## src/rtl/my_struct_package.sv

```systemverilog
// Shared types for the snoop responder: MESI states, bus op codes, snoop results
// and the responder FSM encoding.
package my_struct_package;

  localparam int WB_BEATS_DEFAULT = 8;

  typedef enum logic [1:0] {
    M = 2'd0,
    E = 2'd1,
    S = 2'd2,
    I = 2'd3
  } states_t;

  typedef enum logic [2:0] {
    OP_READ       = 3'd1,
    OP_WRITE      = 3'd2,
    OP_INVALIDATE = 3'd3,
    OP_RFO        = 3'd4
  } bus_op_t;

  typedef enum logic [1:0] {
    NOHIT = 2'd0,
    HIT   = 2'd1,
    HITM  = 2'd2
  } snoop_result_t;

  typedef enum logic [1:0] {
    FSM_IDLE    = 2'd0,
    FSM_RESPOND = 2'd1,
    FSM_WB      = 2'd2
  } fsm_state_t;

  // A hit on an Invalid line is treated exactly like a miss.
  function automatic logic line_present(input logic hit, input states_t mesi);
    return hit && (mesi != I);
  endfunction

endpackage

```

## src/rtl/snoop_resp_decode.sv

```systemverilog
// Combinational snoop result / MESI next-state table.
// Protocol-violation reporting is compiled in only when SNOOP_PROTO_CHECK_EN is defined.
module snoop_resp_decode
  import my_struct_package::*;
(
  input  logic [2:0]    op_i,
  input  logic          hit_i,
  input  states_t       mesi_i,
  output snoop_result_t result_o,
  output logic          mesi_we_o,
  output states_t       mesi_next_o,
  output logic          need_wb_o,
  output logic          proto_err_o
);

`ifdef SNOOP_PROTO_CHECK_EN
  localparam bit CHECK_EN = 1'b1;
`else
  localparam bit CHECK_EN = 1'b0;
`endif

  logic violation;

  always_comb begin
    result_o    = NOHIT;
    mesi_we_o   = 1'b0;
    mesi_next_o = I;
    need_wb_o   = 1'b0;
    violation   = 1'b0;
    if (line_present(hit_i, mesi_i)) begin
      case (op_i)
        OP_READ: begin
          result_o    = (mesi_i == M) ? HITM : HIT;
          mesi_we_o   = 1'b1;
          mesi_next_o = S;
          need_wb_o   = (mesi_i == M);
        end
        OP_RFO: begin
          result_o    = (mesi_i == M) ? HITM : HIT;
          mesi_we_o   = 1'b1;
          mesi_next_o = I;
          need_wb_o   = (mesi_i == M);
        end
        OP_INVALIDATE: begin
          // Another agent invalidating an owned (E/M) line means ownership was lost track of.
          mesi_we_o   = 1'b1;
          mesi_next_o = I;
          violation   = (mesi_i != S);
        end
        default: violation = 1'b1;
      endcase
    end
  end

  assign proto_err_o = CHECK_EN && violation;

endmodule

```

## src/rtl/snoop_responder.sv

```systemverilog
// Snoop responder: accepts one snooped bus op, answers the next cycle and, for a
// Modified hit, streams the line back in WB_BEATS beats. Optional: SNOOP_PROTO_CHECK_EN.
module snoop_responder
  import my_struct_package::*;
#(
  parameter int WB_BEATS = WB_BEATS_DEFAULT,
  parameter int ADDR_W   = 32
) (
  input  logic              clk,
  input  logic              rst,
  input  logic              snoop_valid,
  output logic              snoop_ready,
  input  logic [2:0]        snoop_op,
  input  logic [ADDR_W-1:0] snoop_addr,
  input  logic              line_hit,
  input  states_t           line_mesi,
  output logic              result_valid,
  output snoop_result_t     snoop_result,
  output logic              mesi_we,
  output states_t           mesi_next,
  output logic              wb_valid,
  input  logic              wb_ready,
  output logic [ADDR_W-1:0] wb_addr,
  output logic              wb_last,
  output logic              proto_err
);

  localparam int                BW        = $clog2(WB_BEATS);
  localparam logic [BW-1:0]     LAST_BEAT = BW'(WB_BEATS - 1);
  localparam logic [ADDR_W-1:0] BEAT_MASK = ADDR_W'(WB_BEATS - 1);

  fsm_state_t        state_q;
  logic              ready_q;
  logic              result_valid_q;
  snoop_result_t     result_q;
  logic              mesi_we_q;
  states_t           mesi_next_q;
  logic              proto_err_q;
  logic              wb_pend_q;
  logic              wb_valid_q;
  logic [ADDR_W-1:0] addr_q;
  logic [BW-1:0]     beat_q;
  logic [BW-1:0]     beat_d;

  snoop_result_t dec_result;
  logic          dec_we;
  states_t       dec_next;
  logic          dec_wb;
  logic          dec_err;

  snoop_resp_decode u_decode (
    .op_i        (snoop_op),
    .hit_i       (line_hit),
    .mesi_i      (line_mesi),
    .result_o    (dec_result),
    .mesi_we_o   (dec_we),
    .mesi_next_o (dec_next),
    .need_wb_o   (dec_wb),
    .proto_err_o (dec_err)
  );

  // Power-of-two beat count: the counter wraps back to 0 on the last accepted beat.
  assign beat_d = (wb_valid_q && wb_ready) ? beat_q + 1'b1 : beat_q;

  always_ff @(posedge clk or posedge rst) begin
    if (rst) begin
      state_q        <= FSM_IDLE;
      ready_q        <= 1'b1;
      result_valid_q <= 1'b0;
      result_q       <= NOHIT;
      mesi_we_q      <= 1'b0;
      mesi_next_q    <= M;
      proto_err_q    <= 1'b0;
      wb_pend_q      <= 1'b0;
      wb_valid_q     <= 1'b0;
      addr_q         <= '0;
      beat_q         <= '0;
    end else begin
      result_valid_q <= 1'b0;
      mesi_we_q      <= 1'b0;
      proto_err_q    <= 1'b0;
      beat_q         <= beat_d;
      case (state_q)
        FSM_IDLE: begin
          if (snoop_valid) begin
            state_q        <= FSM_RESPOND;
            ready_q        <= 1'b0;
            addr_q         <= snoop_addr;
            result_valid_q <= 1'b1;
            result_q       <= dec_result;
            mesi_we_q      <= dec_we;
            mesi_next_q    <= dec_next;
            proto_err_q    <= dec_err;
            wb_pend_q      <= dec_wb;
          end
        end
        FSM_RESPOND: begin
          wb_pend_q <= 1'b0;
          if (wb_pend_q) begin
            state_q    <= FSM_WB;
            wb_valid_q <= 1'b1;
          end else begin
            state_q <= FSM_IDLE;
            ready_q <= 1'b1;
          end
        end
        FSM_WB: begin
          if (wb_ready && (beat_q == LAST_BEAT)) begin
            state_q    <= FSM_IDLE;
            wb_valid_q <= 1'b0;
            ready_q    <= 1'b1;
          end
        end
        default: begin
          state_q    <= FSM_IDLE;
          wb_valid_q <= 1'b0;
          ready_q    <= 1'b1;
        end
      endcase
    end
  end

  assign snoop_ready  = ready_q;
  assign result_valid = result_valid_q;
  assign snoop_result = result_q;
  assign mesi_we      = mesi_we_q;
  assign mesi_next    = mesi_next_q;
  assign proto_err    = proto_err_q;
  assign wb_valid     = wb_valid_q;
  assign wb_addr      = (addr_q & ~BEAT_MASK) | ADDR_W'(beat_q);
  assign wb_last      = wb_valid_q && (beat_q == LAST_BEAT);

endmodule

```

## config.mk

```make
export PLATFORM = sky130hd
export DESIGN_NAME = snoop_responder
export DESIGN_NICKNAME = d
export VERILOG_FILES = /design/src/rtl/my_struct_package.sv /design/src/rtl/snoop_resp_decode.sv /design/src/rtl/snoop_responder.sv
export SDC_FILE = /design/constraint.sdc
export NUM_CORES = 1
export LEC_CHECK = 0
export CORE_MARGIN = 2
export CORE_UTILIZATION = 41
export CTS_CLUSTER_DIAMETER = 120
export DETAILED_ROUTE_END_ITERATION = 8
export MAX_ROUTING_LAYER = met4
export PLACE_DENSITY = 0.79
export RECOVER_POWER = 50
export REMOVE_ABC_BUFFERS = 1
export SYNTH_ARGS = -nofsm -noshare
export SYNTH_HDL_FRONTEND = slang
export SYNTH_SLANG_ARGS = --single-unit
```

## constraint.sdc

```tcl
create_clock -name clk -period 2.25 [get_ports clk]
set_input_delay 0.675 -clock clk [delete_from_list [all_inputs] [get_ports clk]]
set_output_delay 0.675 -clock clk [all_outputs]
set_load 0.1 [all_outputs]
```

==> results of run 1 <==
## layout by cell type, fill, tap and decap left out, types with 3 or more instances in the layout
cell type	count
mux2_4	24
clkbuf_8	5
mux2_2	8
clkbuf_2	13
xnor2_1	3
clkdlybuf4s50_1	35
buf_4	27
dfrtp_1	42
buf_12	4
dlygate4sd3_1	3
## power groups by stage
stage / combinational (mW) / sequential [mW] / clock (mW)
4_1_cts: 1.67 / 1.00 / 0.469
3_5_place_dp: 1.67 / 1.01 / 0
5_1_grt: 1.69 / 1.02 / 0.501
3_3_place_gp: 1.64 / 1.00 / 0
2_1_floorplan: 0.317 / 1.94 / 0
6_report: 1.63 / 0.999 / 0.454
## critical path: stages, from the launching register on
cell	delay (ps)
dfrtp_1	410
ha_1	220
ha_1	200
and2_1	170
buf_12	170
## cell type report
cell class / count / area [um2]
flip-flops and latches: 43 / 1077
fillers: 341 / 1688
repair buffers: 82 / 728.2
well taps: 52 / 65.06
clock inverters: 1 / 5.005
inverters: 3 / 11.26
clock buffers: 7 / 76.32
multi-input cells: 65 / 703.2
## through the flow
stage / cells / instance area, um2 / hold WS, ps / worst slack (ps)
detailed placement: 245 / 2630 / 457.6 / 14.39
finish: 253 / 2666 / 484.8 / 130.8
floorplan: 111 / 1785 / 500.9 / -938.4
global route: 253 / 2666 / 495.5 / 77.46
CTS: 253 / 2711 / 484.2 / 116.4
global placement: 245 / 2630 / 457.2 / 26.38
## flip-flops by register name (all words and copies together), names as in the netlist
name / flops
addr_q: 29
beat_q: 3
mesi_next: 2
mesi_we: 1
result_valid: 1
snoop_ready: 1
snoop_result: 2
state_q: 2
wb_pend_q: 1
wb_valid: 1
## logic make-up (layout without fill, tap and decap cells)
kind of cell	after synthesis	after routing
adders and majority gates	2	2
and+or+nand+nor	17	17
muxes	32	32
xor gates and xnor gates	3	3
other	1	1
buffers and inverters	8	93
AOI/OAI and AO/OA	10	10
DFF	43	43
## metal layers
metal	vias to the layer above	track usage, %
met5	-	-
met4	0	5.241
met3	4	4.079
met2	39	28.81
met1	603	18.83
li1	569	-
## worst min path at each step
stage / from / endpoint / slack (ps) / cells after the start
final: mesi_next[1] / mesi_next[1] / 480 / 1
after global routing: mesi_next[1] / mesi_next[1] / 500 / 1
after CTS: mesi_next[1] / mesi_next[1] / 480 / 1
after detailed placement: mesi_next[1] / mesi_next[1] / 460 / 1
after global placement: mesi_next[1] / mesi_next[1] / 460 / 1
after floorplan: wb_pend_q / wb_pend_q / 500 / 2
==> results.toml, run 1 <==
[outcome]
outcome = "finished clean"

[logic_synthesis]
ys_ff_latch = 43
synth_top_family_by_area = "multiplexers"
seq_area_frac_synth_pct = 57.79
ys_types = 34
synth.mux.area_fraction_pct = 24.16
yosys-top-cells-count = "dfrtp_1, mux2_4, mux2_2"
synthXorXnorAreaFrac_pct = 1.409
synth-simple-area-share_pct = 6.779
yosysTopAreaCell = "dfrtp_1"
ys_warn_count = 0
netlist_top_cells_area = "dfrtp_1, mux2_4, mux2_2"
synthAdderAreaFrac_pct = 1.342
syn_area_per_cell_um2 = 16.07
syn_area_um2 = 1864
synth-compound-area-share_pct = 3.490
async_flop_share_pct = 100.0
yosys.area.top_type_share_pct = 56.38
synth.most_common_cell = "dfrtp_1"
synth-edff-count = 0
synth-main-ff-cell = "dfrtp_1"
syn_inst = 116

[final_layout]
finalNetCount = 244
drive_above_1_share_pct = 43.28
n_antenna_cell = 0
final_core_util_pct = 61.24
area_growth_pct = 43.02

[cts]
clock_path_buffers = 2
cts_sinks = 43
cts-root-buf = "clkbuf_8"
cts_tree = "yes"
clkSlewWorstSetupHoldPaths_ps = 70
cts_setup_buffers = 0
post_cts_resized = 0
worstSkewPairLatency_ps = 280
htree_levels = 2
cts_buffers = 5
cts_hold_buf = 0

[routing]
dr_wl_met2_um = 2183
drt-wirelength-per-cell_um = 15.57
dr.pass1.iters = 2
met1_length_um = 1512
wirelength_um = 3940
drtIter0Drc = 29
top_layer_used = "met4"
vias = 1215
vias_per_cell = 4.802
drcViolationCount = 0
wl_met3_um = 202
detail-route-antenna-nets = 0

[critical_path]
critPathKind = "register to output port"
cp-end-kind = "output port"
arrival_ps = 1440
worstPathRequired_ps = 1570
crit_fanout = 3
r2r_start = "state_q[0]"
r2r_cells = 3
startpoint = "beat_q[0]"
r2r-end = "addr_q[29]"
r2r_setup_slack_ps = 770
critPathCapture = "wb_last"
start_kind = "register"

[timing]
min_period_ps = 2119
rsz0062_at_grt = "false"
min_period_over_period_pct = 94.19
slew_headroom_pct = 55.83
setup-violations-final = 0
slew_violations = 0
clock_skew_ps = 10.06
fin_setup_tns_ps = 0
max_freq_mhz = 471.9
hold_viol = 0
worst_pin_slew_ps = 662.5

[power]
p_sw_mw = 1.536
power_density_nw_per_um2 = 1157
power.internal_mw = 1.551
switching_share_pct = 49.76
p_seq_share_pct = 32.4
p_comb_share_pct = 52.9
power.leakage_nw = 1.236
clkPwrFrac_pct = 14.7
p_total_mw = 3.086
vdd_ir_drop_max_uv = 759.1

[floorplanning]
die_h_um = 71.43
fp-row-count = 24
die_x_um = 71.43
initial_core_util_pct = 42.82
core-area_um2 = 4354
io_pins = 84
die_area_um2 = 5102

[placed_design]
dp_hpwl_um = 3051
portBuffers = 79
gp_congestion = 0.7450

[grt]
grt-ovfl-total = 0
antenna_found_initial = 0
grt_max_degree = 28
grt_pass1_wl_um = 6354
grt_pass1_vias = 1294
track_usage_pct = 16.58

[hold_path]
hold_path_class = "register to register"

[run]
drv_cap = 0
Power figures use the tool's default switching activity.
==> run 2, diff against run 1 <==
Settings changed: ABC_AREA set to 1, CORE_UTILIZATION 41 to 37, PLACE_DENSITY 0.79 to 0.76.
Clock period 2.25 ns to 1.75 ns, I/O delays scaled along.
==> results.toml, run 2 <==
[timing]
clock_skew_ps = 5.166
min_period_over_period_pct = 104.8
min_period_ps = 1835
worst_pin_slew_ps = 1038
hold_viol = 0
max_freq_mhz = 545.0
hold_slack_ps = 484.6
slew_violations = 0
setup-violations-final = 1
rsz0062_at_grt = "true"
slew_headroom_pct = 30.81
setup_ws_ps = -84.70

[logic_synthesis]
netlist_top_cells_area = "dfrtp_1, nand2_1, nand2_2"
yosys-top-cells-count = "nand2_1, dfrtp_1, inv_1"
async_flop_share_pct = 100.0
synth.most_common_cell = "nand2_1"
ys_types = 22
seq_area_frac_synth_pct = 60.42
ys_warn_count = 0
ys_ff_latch = 43
yosysTopAreaCell = "dfrtp_1"
syn_inst = 196
syn_area_um2 = 1783
synth-main-ff-cell = "dfrtp_1"
yosys.area.top_type_share_pct = 58.95
synth-edff-count = 0
syn_area_per_cell_um2 = 9.097

[critical_path]
r2r_cells = 6
r2r_start = "state_q[1]"
r2r_setup_slack_ps = 310
start_kind = "register"
r2r-end = "addr_q[29]"
cpMaxStageDelayCell = "dfrtp_1"
arrival_ps = 1310
critPathCapture = "wb_last"
critPathKind = "register to output port"
slowest_delay_ps = 390
crit_fanout = 2
startpoint = "beat_q[0]"
cp-end-kind = "output port"
worstPathRequired_ps = 1220
path_cells = "ha_2, ha_4, nand2_2, inv_2, buf_12"

[cts]
cts-root-buf = "clkbuf_8"
cts_hold_buf = 0
clock_path_buffers = 2
cts_buffers = 5
clkSlewWorstSetupHoldPaths_ps = 80
cts_tree = "yes"
htree_levels = 2
cts_sinks = 43
worstSkewPairLatency_ps = 300

[grt]
grt_pass1_wl_um = 6982
track_usage_pct = 17.36
antenna_found_initial = 0
grt_max_degree = 44
grt_util_met2_pct = 26.33
grt_pass1_vias = 1510
busiest_layer = "met2"
use_met1_pct = 21.82
met3_usage_pct = 6.310
grt-ovfl-total = 0

[floorplanning]
fp-row-count = 25
die_x_um = 73.42
io_pins = 84
die_h_um = 73.42
initial_core_util_pct = 38.00
core-area_um2 = 4692
die_area_um2 = 5390

[final_layout]
layout_common_cells = "nand2_1, dfrtp_1, buf_12"
area_growth_pct = 77.61
fillerInstances = 336
top_regs = "addr_q: 29 flops, beat_q: 3 flops"
n_antenna_cell = 0
regMostFlops = "addr_q"
layout_commonest_cell = "nand2_1"
drive_above_1_share_pct = 23.94
largest_reg_flops = 29
finalNetCount = 327

[routing]
drcViolationCount = 0
vias_per_cell = 4.518
drtIter0Drc = 82
dr.pass1.iters = 4
detail-route-antenna-nets = 0
vias = 1527
wirelength_um = 4154
drt-wirelength-per-cell_um = 12.29

[outcome]
failed_checks = "setup timing"
outcome = "complete, but fails checks"

[placed_design]
gp_congestion = 0.7770
dp_hpwl_um = 3141
portBuffers = 79

[hold_path]
hold_path_class = "register to register"
whs_path_depth = 2

[power]
vdd_ir_drop_max_uv = 910.2
p_total_mw = 4.691
power.leakage_nw = 1.598
power_density_nw_per_um2 = 1481

[run]
drv_cap = 0
==> run 2: changes by cell type after synthesis, sizes merged, moves of 3 or more <==
cell,previous run,this run
mux2,32,0
nand3,1,8
nor2,1,4
inv,3,12
nand2,2,113
==> run 2: worst min path at each step <==
| stage | startpoint | to | slack (ps) |
|---|---|---|---|
| after global placement | snoop_ready | snoop_ready | 470 |
| after global routing | snoop_ready | snoop_ready | 510 |
| after CTS | snoop_ready | snoop_ready | 490 |
| final | snoop_ready | snoop_ready | 480 |
| after floorplan | wb_pend_q | wb_pend_q | 490 |
| after detailed placement | snoop_ready | snoop_ready | 480 |
==> run 2: through the flow <==
stage | utilization [%] | cell area, um2 | cells | TNS, ps | setup slack [ps]
5_1_grt | 67.49 | 3167 | 338 | -5362 | -135.8
4_1_cts | 68.45 | 3212 | 337 | -88.79 | -88.79
3_3_place_gp | 65.09 | 3054 | 328 | 0 | 88.69
2_1_floorplan | - | 1715 | 189 | -818.6 | -805.6
6_report | 67.49 | 3167 | 338 | -84.70 | -84.70
3_5_place_dp | 65.09 | 3054 | 328 | 0 | 82.72
==> run 2: per-layer routing <==
layer  part of all wire (%)  vias to the layer above  wire (um)
met5                      0                        -          0
met4                    1.2                        0         48
met3                    7.1                        6        294
met2                     50                       52       2097
met1                     41                      708       1713
li1                       -                      761          -
==> run 2: worst max-delay path, delay by kind of cell (launching register included) <==
family	cells	cell delay, ps
simple gates	1	60
fa+ha+maj	2	360
buf+inv	2	210
flops	1	390
==> run 2: repair_timing <==
action | in CTS | in global routing
resized for setup | 5 | 0
setup endpoints to repair | 1 | 1
pin swaps | 1 | 1
buffers inserted | 1 | 1
endpoints found under the hold margin | 0 | 0
==> run 2: cell families (layout without fill, tap and decap cells) <==
family          count (synthesis)  in the layout  share of synthesized area, %
simple gates                  127            127                         29.90
buf+inv                        19            107                         6.456
compound gates                  3              3                         1.123
fa+ha+maj                       2              2                         1.403
other cells                     1              1                        0.2103
xor+xnor                        1              1                        0.4913
flops                          43             43                         60.42
==> run 2: area by class of cell <==
| class | count | area, um2 | area share [%] |
|---|---|---|---|
| clock inverter | 2 | 60.06 | 1.896 |
| timing repair buffer | 87 | 1256 | 39.67 |
| tap | 54 | 67.56 | 2.134 |
| multi-input combinational | 134 | 585.6 | 18.49 |
| clock buffer | 6 | 72.57 | 2.292 |
| sequential | 43 | 1077 | 34.02 |
| inverter | 12 | 47.55 | 1.501 |
==> run 2: power by group <==
| group | switching (mW) | internal [mW] | leakage [nW] |
|---|---|---|---|
| clock network | 0.343 | 0.570 | 0.0654 |
| registers | 0.195 | 1.16 | 0.532 |
| logic | 1.55 | 0.867 | 1.00 |
| total | 2.09 | 2.60 | 1.60 |
